$ cat src/rtl/m72_mixer_pkg.sv
// m72_mixer_pkg: shared types for the M72 layer mixer (control word, palette index, layer taps).
// Latency: n/a (types and constants only).
// Backpressure: n/a.
package m72_mixer_pkg;

  typedef enum logic [1:0] {
    SRC_SPR = 2'b00,
    SRC_A   = 2'b01,
    SRC_B   = 2'b10,
    SRC_BD  = 2'b11
  } src_t;

  // Control word as seen by the CPU; bit 0 is DLY_A[0]
  typedef struct packed {
    logic [3:0] rsvd;   // [15:12]
    logic [1:0] solo;   // [11:10], only writable with M72_MIXER_SOLO_EN
    logic       swap;   // [9]  B in front of A
    logic       en_s;   // [8]
    logic       en_b;   // [7]
    logic       en_a;   // [6]
    logic [2:0] dly_b;  // [5:3]
    logic [2:0] dly_a;  // [2:0]
  } ctrl_t;

  localparam ctrl_t CTRL_RESET = ctrl_t'(16'h01C0);

`ifdef M72_MIXER_SOLO_EN
  localparam logic [15:0] CTRL_MASK = 16'h0FFF;
`else
  localparam logic [15:0] CTRL_MASK = 16'h03FF;
`endif

  typedef struct packed {
    src_t       src;
    logic [3:0] col;
    logic [3:0] pix;
  } pal_idx_t;

  // Layer A tuple carried through its delay line
  typedef struct packed {
    logic       pri;
    logic [3:0] col;
    logic [3:0] pix;
  } a_tap_t;

  // Layer B tuple carried through its delay line
  typedef struct packed {
    logic [3:0] col;
    logic [3:0] pix;
  } b_tap_t;

endpackage

$ cat src/rtl/m72_layer_mixer_if.sv
// m72_layer_mixer_if: pixel inputs, CPU control port and palette outputs of the layer mixer.
// Latency: n/a (wiring only).
// Backpressure: none; pixel traffic is paced by CE_PIX alone.
interface m72_layer_mixer_if;
  logic        CE_PIX;
  logic [3:0]  A_BIT;
  logic [3:0]  A_COL;
  logic        A_PRI;
  logic [3:0]  B_BIT;
  logic [3:0]  B_COL;
  logic [7:0]  S_PIX;
  logic        HBLANK;
  logic        VBLANK;
  logic        CTRL_WR;
  logic [15:0] CTRL_DIN;
  logic [1:0]  BYTE_SEL;
  logic [9:0]  PAL_IDX;
  logic        BLANK;
  logic [15:0] CTRL_DOUT;

  modport master (
    output CE_PIX, A_BIT, A_COL, A_PRI, B_BIT, B_COL, S_PIX, HBLANK, VBLANK,
    output CTRL_WR, CTRL_DIN, BYTE_SEL,
    input  PAL_IDX, BLANK, CTRL_DOUT
  );

  modport slave (
    input  CE_PIX, A_BIT, A_COL, A_PRI, B_BIT, B_COL, S_PIX, HBLANK, VBLANK,
    input  CTRL_WR, CTRL_DIN, BYTE_SEL,
    output PAL_IDX, BLANK, CTRL_DOUT
  );
endinterface

$ cat src/rtl/m72_pix_delay.sv
// m72_pix_delay: DEPTH-deep pixel shift line with selectable output tap (0 = bypass).
// Latency: sel pixel beats; tap values above DEPTH clamp to DEPTH.
// Backpressure: none; shifts only on ce, contents survive tap changes.
module m72_pix_delay #(
  parameter int W     = 9,
  parameter int DEPTH = 7,
  parameter int SEL_W = 3
) (
  input  logic             CLK_32M,
  input  logic             RESET_N,
  input  logic             ce,
  input  logic [W-1:0]     din,
  input  logic [SEL_W-1:0] sel,
  output logic [W-1:0]     dout
);

  logic [DEPTH-1:0][W-1:0] line_q;

  // Shift line: entry i holds the pixel from i+1 beats ago
  always_ff @(posedge CLK_32M or negedge RESET_N) begin
    if (!RESET_N) begin
      line_q <= '0;
    end else if (ce) begin
      line_q[0] <= din;
      for (int i = 1; i < DEPTH; i++) begin
        line_q[i] <= line_q[i-1];
      end
    end
  end

  // Tap select; anything past the end of the line reads the last entry
  always_comb begin
    dout = din;
    for (int i = 1; i <= DEPTH; i++) begin
      if ((int'(sel) == i) || ((i == DEPTH) && (int'(sel) > DEPTH))) begin
        dout = line_q[i-1];
      end
    end
  end

endmodule

$ cat src/rtl/m72_layer_mixer.sv
// m72_layer_mixer: aligns tile layers A/B and sprites, resolves priority, outputs a palette index.
// Latency: 3 CE_PIX beats for sprite and blank, 3 + DLY_x beats for tile layer x.
// Backpressure: none; all pixel-path registers advance on CE_PIX and hold while it is low.
// Optional feature macro: M72_MIXER_SOLO_EN (SOLO field in control bits [11:10]).
module m72_layer_mixer
  import m72_mixer_pkg::*;
#(
  parameter int         MAX_DLY      = 7,
  parameter logic [9:0] BACKDROP_IDX = 10'h3F0
) (
  input logic              CLK_32M,
  input logic              RESET_N,
  m72_layer_mixer_if.slave bus
);

  ctrl_t      shadow_q, shadow_nx, active_q;
  logic       vb_prev_q;
  logic       copy_en;

  a_tap_t     s0_a, a_d;
  b_tap_t     s0_b, b_d;
  logic [7:0] s0_s;
  logic       s0_blank;

  logic       op_a, op_b, op_s;
  pal_idx_t   res;
  logic [9:0] s1_idx;
  logic       s1_blank;
  logic [9:0] pal_q;
  logic       blank_q;

  // Shadow next value: byte-lane write, unimplemented bits always read zero
  always_comb begin
    shadow_nx = shadow_q;
    if (bus.CTRL_WR) begin
      if (bus.BYTE_SEL[0]) shadow_nx[7:0]  = bus.CTRL_DIN[7:0];
      if (bus.BYTE_SEL[1]) shadow_nx[15:8] = bus.CTRL_DIN[15:8];
    end
    shadow_nx = ctrl_t'(shadow_nx & CTRL_MASK);
  end

  // Copy happens on the first pixel beat of vertical blank; the edge flag
  // resets high so a VBLANK already asserted at reset release is not an edge
  assign copy_en = bus.CE_PIX & bus.VBLANK & ~vb_prev_q;

  // Control registers; a same-cycle write lands in the copy via shadow_nx
  always_ff @(posedge CLK_32M or negedge RESET_N) begin
    if (!RESET_N) begin
      shadow_q  <= CTRL_RESET;
      active_q  <= CTRL_RESET;
      vb_prev_q <= 1'b1;
    end else begin
      shadow_q <= shadow_nx;
      if (copy_en) active_q <= shadow_nx;
      if (bus.CE_PIX) vb_prev_q <= bus.VBLANK;
    end
  end

  // Stage 0: capture all pixel inputs and the combined blank
  always_ff @(posedge CLK_32M or negedge RESET_N) begin
    if (!RESET_N) begin
      s0_a     <= '0;
      s0_b     <= '0;
      s0_s     <= '0;
      s0_blank <= 1'b1;
    end else if (bus.CE_PIX) begin
      s0_a     <= '{pri: bus.A_PRI, col: bus.A_COL, pix: bus.A_BIT};
      s0_b     <= '{col: bus.B_COL, pix: bus.B_BIT};
      s0_s     <= bus.S_PIX;
      s0_blank <= bus.HBLANK | bus.VBLANK;
    end
  end

  m72_pix_delay #(
    .W     ($bits(a_tap_t)),
    .DEPTH (MAX_DLY),
    .SEL_W (3)
  ) u_dly_a (
    .CLK_32M (CLK_32M),
    .RESET_N (RESET_N),
    .ce      (bus.CE_PIX),
    .din     (s0_a),
    .sel     (active_q.dly_a),
    .dout    (a_d)
  );

  m72_pix_delay #(
    .W     ($bits(b_tap_t)),
    .DEPTH (MAX_DLY),
    .SEL_W (3)
  ) u_dly_b (
    .CLK_32M (CLK_32M),
    .RESET_N (RESET_N),
    .ce      (bus.CE_PIX),
    .din     (s0_b),
    .sel     (active_q.dly_b),
    .dout    (b_d)
  );

  // Priority resolve: A-priority tiles, then sprites, then front tile, then back tile
  always_comb begin
    op_a = active_q.en_a & (a_d.pix != 4'd0);
    op_b = active_q.en_b & (b_d.pix != 4'd0);
    op_s = active_q.en_s & (s0_s[3:0] != 4'd0);
    res  = pal_idx_t'(BACKDROP_IDX);
    // With SWAP set and B opaque, B must stay in front, so A priority is dropped
    if (op_a && a_d.pri && !(active_q.swap && op_b)) begin
      res = '{src: SRC_A, col: a_d.col, pix: a_d.pix};
    end else if (op_s) begin
      res = '{src: SRC_SPR, col: s0_s[7:4], pix: s0_s[3:0]};
    end else if (active_q.swap ? op_b : op_a) begin
      res = active_q.swap ? '{src: SRC_B, col: b_d.col, pix: b_d.pix}
                          : '{src: SRC_A, col: a_d.col, pix: a_d.pix};
    end else if (active_q.swap ? op_a : op_b) begin
      res = active_q.swap ? '{src: SRC_A, col: a_d.col, pix: a_d.pix}
                          : '{src: SRC_B, col: b_d.col, pix: b_d.pix};
    end
`ifdef M72_MIXER_SOLO_EN
    // Solo overrides the normal stack: only one layer is looked at, tagged src 11
    if (active_q.solo != 2'b00) begin
      res = pal_idx_t'(BACKDROP_IDX);
      case (active_q.solo)
        2'b01:   if (op_a) res = '{src: SRC_BD, col: a_d.col, pix: a_d.pix};
        2'b10:   if (op_b) res = '{src: SRC_BD, col: b_d.col, pix: b_d.pix};
        default: if (op_s) res = '{src: SRC_BD, col: s0_s[7:4], pix: s0_s[3:0]};
      endcase
    end
`endif
  end

  // Stage 1 (resolved index) and stage 2 (output, backdrop forced in blank)
  always_ff @(posedge CLK_32M or negedge RESET_N) begin
    if (!RESET_N) begin
      s1_idx   <= BACKDROP_IDX;
      s1_blank <= 1'b1;
      pal_q    <= BACKDROP_IDX;
      blank_q  <= 1'b1;
    end else if (bus.CE_PIX) begin
      s1_idx   <= res;
      s1_blank <= s0_blank;
      pal_q    <= s1_blank ? BACKDROP_IDX : s1_idx;
      blank_q  <= s1_blank;
    end
  end

  // Reserved bits (and SOLO when the feature is absent) have no consumer
  logic ctrl_unused;
  assign ctrl_unused = ^{active_q.rsvd, active_q.solo};

  assign bus.PAL_IDX   = pal_q;
  assign bus.BLANK     = blank_q;
  assign bus.CTRL_DOUT = shadow_q;

endmodule

$ cat src/flat_wrapper.sv
// flat-port wrapper written by rule: the top's interface ports become plain ports
module m72_layer_mixer_flat import m72_mixer_pkg::*;
#(
  parameter int         MAX_DLY      = 7,
  parameter logic [9:0] BACKDROP_IDX = 10'h3F0
)
  (CLK_32M, RESET_N, bus_CE_PIX, bus_A_BIT, bus_A_COL, bus_A_PRI, bus_B_BIT, bus_B_COL, bus_S_PIX, bus_HBLANK, bus_VBLANK, bus_CTRL_WR, bus_CTRL_DIN, bus_BYTE_SEL, bus_PAL_IDX, bus_BLANK, bus_CTRL_DOUT);
  m72_layer_mixer_if bus_i ();
  input logic CLK_32M;
  input logic RESET_N;
  input wire logic [$bits(bus_i.CE_PIX)-1:0] bus_CE_PIX;
  input wire logic [$bits(bus_i.A_BIT)-1:0] bus_A_BIT;
  input wire logic [$bits(bus_i.A_COL)-1:0] bus_A_COL;
  input wire logic [$bits(bus_i.A_PRI)-1:0] bus_A_PRI;
  input wire logic [$bits(bus_i.B_BIT)-1:0] bus_B_BIT;
  input wire logic [$bits(bus_i.B_COL)-1:0] bus_B_COL;
  input wire logic [$bits(bus_i.S_PIX)-1:0] bus_S_PIX;
  input wire logic [$bits(bus_i.HBLANK)-1:0] bus_HBLANK;
  input wire logic [$bits(bus_i.VBLANK)-1:0] bus_VBLANK;
  input wire logic [$bits(bus_i.CTRL_WR)-1:0] bus_CTRL_WR;
  input wire logic [$bits(bus_i.CTRL_DIN)-1:0] bus_CTRL_DIN;
  input wire logic [$bits(bus_i.BYTE_SEL)-1:0] bus_BYTE_SEL;
  output wire logic [$bits(bus_i.PAL_IDX)-1:0] bus_PAL_IDX;
  output wire logic [$bits(bus_i.BLANK)-1:0] bus_BLANK;
  output wire logic [$bits(bus_i.CTRL_DOUT)-1:0] bus_CTRL_DOUT;
  assign bus_i.CE_PIX = bus_CE_PIX;
  assign bus_i.A_BIT = bus_A_BIT;
  assign bus_i.A_COL = bus_A_COL;
  assign bus_i.A_PRI = bus_A_PRI;
  assign bus_i.B_BIT = bus_B_BIT;
  assign bus_i.B_COL = bus_B_COL;
  assign bus_i.S_PIX = bus_S_PIX;
  assign bus_i.HBLANK = bus_HBLANK;
  assign bus_i.VBLANK = bus_VBLANK;
  assign bus_i.CTRL_WR = bus_CTRL_WR;
  assign bus_i.CTRL_DIN = bus_CTRL_DIN;
  assign bus_i.BYTE_SEL = bus_BYTE_SEL;
  assign bus_PAL_IDX = bus_i.PAL_IDX;
  assign bus_BLANK = bus_i.BLANK;
  assign bus_CTRL_DOUT = bus_i.CTRL_DOUT;
  m72_layer_mixer #(.MAX_DLY(MAX_DLY), .BACKDROP_IDX(BACKDROP_IDX)) u_core (.CLK_32M(CLK_32M), .RESET_N(RESET_N), .bus(bus_i));
endmodule
$ cat config.mk
export PLATFORM = sky130hd
export DESIGN_NAME = m72_layer_mixer_flat
export DESIGN_NICKNAME = d
export VERILOG_FILES = /design/src/rtl/m72_mixer_pkg.sv /design/src/rtl/m72_layer_mixer_if.sv /design/src/rtl/m72_pix_delay.sv /design/src/rtl/m72_layer_mixer.sv /design/src/flat_wrapper.sv
export SDC_FILE = /design/constraint.sdc
export NUM_CORES = 1
export LEC_CHECK = 0
export ABC_AREA = 1
export BUFFER_PORTS_ARGS = -buffer_cell sky130_fd_sc_hd__buf_4
export CELL_PAD_IN_SITES_DETAIL_PLACEMENT = 0
export CELL_PAD_IN_SITES_GLOBAL_PLACEMENT = 1
export CORE_ASPECT_RATIO = 1.75
export CORE_MARGIN = 10
export CORE_UTILIZATION = 30
export DETAILED_ROUTE_END_ITERATION = 7
export GPL_ROUTABILITY_DRIVEN = 0
export HOLD_SLACK_MARGIN = 0.15
export PLACE_DENSITY = 0.68
export SKIP_LAST_GASP = 1
export SYNTH_ARGS = -nofsm -noshare
export SYNTH_HDL_FRONTEND = slang
export SYNTH_SLANG_ARGS = --single-unit
$ cat constraint.sdc
create_clock -name CLK_32M -period 2.79 [get_ports CLK_32M]
set_clock_uncertainty 0.15 [all_clocks]
set_input_delay 0.1395 -clock CLK_32M [delete_from_list [all_inputs] [get_ports CLK_32M]]
set_output_delay 0.1395 -clock CLK_32M [all_outputs]
set_load 0.02 [all_outputs]
==> reports/results.txt <==
Initial antenna violation count - 0
Layout overhead on the synthesized area - 24.8%
Crit path kind - register to register
Max cap viols - 0
Worst slew pin tran - 0.663 ns
Leading cell type in the layout, fill and taps excluded - nand2_1
Final core occ - 37.9%
CP arrival - 2.78 ns
DRT iter0 DRCs - 447
Netlist cell types - 35
Met1 usage - 13.1%
Post-synthesis cell count - 1146
CP endpoint kind - register
Skew-Pair Late Insertion Delay - 0.45 ns
Yosys warns - 0
Fin crit period - 2.60 ns
Pwr/cell area - 766 nW/um^2
Final ANT Viol Nets - 0
Max frequency - 0.385 GHz
Clk sink count - 188
Routed vias/inst - 4.57
Tcrit/Tclk final - 93.0%
Max FO, Critical Path - 9
Clock Tree Buf Depth - 2
Lkg Pwr - 5.46 nW
H-Tree Depth - 4
Worst-path clk slew - 0.07 ns
Peak supply drop - 469 uV
Core Rows - 84
# DRC - 0
DR pass1 iterations - 5
Estimated wirelength of the detail-placed design - 17200 um
Drt total wl - 24300 um
First-pass GRT wire length - 40900 um
HP Class - input port to register
CTS Buf Count - 17
Routed vias - 7660
Layout cells sized above 1 - 17.3%
Unrepaired setup endpoints after global routing - true
Ant diodes - 0
Outcome - finished clean
Largest net degree at the start of global routing - 142
Register area share after synthesis - 51.8%
Number of global-route vias before repair - 7979
Nets@finish - 1326
Max-slew violations - 0
Yosys reg bits - 188
M2 GR Usage - 25.5%
CTS root buffer - clkbuf_16
Normalized max-slew margin - 55.8%
Initial Util - 30.4%
Crit path required time - 2.98 ns
Startpoint type of the worst setup path - register
WHS - 0.171 ns
Core Region - 30100 um^2
Most used routing layer in global routing - met2
Grt ovf - 0
GRT Total Usage - 13.1%
Die height - 251 um
Final Hold Fails - 0
Die Width - 152 um
Commonest cells after routing, fill and taps aside - 399 x nand2_1, 169 x o21ai_0, 163 x dfrtp_1
# setup viols final - 0
Port Buffer Count - 63
Synthesized area - 9130 um^2
Avg WL per Cell - 14.5 um
CTS tree - done
I/O Pins - 76
Mean Syn Cell Area - 7.97 um^2
M3 GR Usage - 2.74%
Die area - 38100 um^2
## through the flow
stage | setup TNS (ns) | instance area [um^2] | std cells | worst slack [ns] | power [mW]
global route | -0.0217 | 11400 | 1676 | -0.0178 | 9.38
global placement | 0 | 10200 | 1580 | 0.0799 | 6.40
floorplan | 0 | 9150 | 1151 | 0.499 | 5.38
CTS | 0 | 11300 | 1671 | 0.0786 | 8.82
finish | 0 | 11400 | 1676 | 0.194 | 8.72
detailed placement | 0 | 10200 | 1580 | 0.0944 | 6.43
## final cells by class
cell class                 count  area, um^2
timing repair buffer         166        1470
clock inverter                 6        36.3
multi-input combinational    773        3660
tap                          387         484
sequential                   188        4740
clock buffer                  25         505
fill                        3184       18700
inverter                     131         505
## registers in the layout, indices dropped and copies added (netlist names)
| register | cells |
|---|---|
| u_core.s0_a | 9 |
| u_core.u_dly_a.line_q | 63 |
| u_core.active_q | 10 |
| u_core.bus.BLANK | 1 |
| u_core.bus.CTRL_DOUT | 10 |
| u_core.s0_blank | 1 |
| u_core.vb_prev_q | 1 |
| u_core.s1_idx | 10 |
| u_core.s0_s | 8 |
| u_core.s1_blank | 1 |
| u_core.bus.PAL_IDX | 10 |
| u_core.u_dly_b.line_q | 56 |
| u_core.s0_b | 8 |
## cell families (layout without fill, tap and decap cells)
| kind of cell | Yosys count | after routing | share of synthesized area, % |
|---|---|---|---|
| and+or+nand+nor | 511 | 511 | 24.1 |
| buffers and inverters | 190 | 328 | 8.52 |
| other | 1 | 6 | 0.0411 |
| DFF | 188 | 188 | 51.8 |
| muxes | 11 | 11 | 1.36 |
| AOI/OAI and AO/OA | 245 | 245 | 14.2 |
## worst paths after layout
kind / slack, ns / cells after the start / end / from
worst max-delay path: 0.19 / 21 / u_core.s1_idx[3] / u_core.active_q[2]
worst min-delay path: 0.17 / 5 / u_core.active_q[9] / bus_BYTE_SEL[1]
worst max register to register: 0.19 / 21 / u_core.s1_idx[3] / u_core.active_q[2]
worst min register to register: 0.32 / 2 / u_core.vb_prev_q / u_core.vb_prev_q
max in group asynchronous: 0.97 / 4 / u_core.bus.CTRL_DOUT[8] / RESET_N
min in group asynchronous: 0.65 / 3 / u_core.s0_b[5] / RESET_N
## critical path: stages, from the launching register on
cell and delay, ns:
dfrtp_2 0.45, buf_4 0.15, nor3_4 0.22, inv_2 0.11, nand3_1 0.10, nand2_1 0.05, nand2_1 0.06, nand2_1 0.08
nand2_1 0.08, nand2_1 0.06, nand2_2 0.07, nand2_1 0.06, nor2_2 0.09, nand2_2 0.07, nand2_4 0.10, nand2_4 0.09
nand2_8 0.14, inv_6 0.04, nand2_1 0.05, nand3_1 0.08, nand2_1 0.11, nand2_1 0.05
## power by group
group / leakage (nW) / switching [mW] / internal (mW) / total, mW
logic: 2.86 / 1.83 / 1.09 / 2.92
clock network: 0.269 / 1.03 / 1.25 / 2.28
registers: 2.34 / 0.286 / 3.24 / 3.52
## routing by layer
layer	vias up	share of wire [%]
li1	3884	-
met1	3661	38
met2	86	57
met3	29	2.3
met4	0	2.7
met5	-	0
## cells in the mapped netlist (all sizes together)
cell type  number  area share [%]
o22a            5            0.48
dfstp          22             6.3
o211ai          8            0.66
nor3            6             1.0
nand3          57             3.3
o21ai         186              10
mux2           11             1.4
nor2           32             1.8
clkbuf         35             1.4
nand2         411              18
inv           131             5.5
a31oi           1           0.069
buf            24             1.6
dfrtp         166              45
a41oi           1           0.096
nand4           5            0.34
conb            1           0.041
a21oi          44             2.6
## what timing repair did
action / in CTS / in global routing
hold buffers: 60 / 0
endpoints found under the setup margin: 0 / 26
gates resized for setup: 0 / 15
endpoints found under the hold margin: 281 / 0
setup buffers: 0 / 6
No activity file was read; power rests on OpenSTA's default activity.
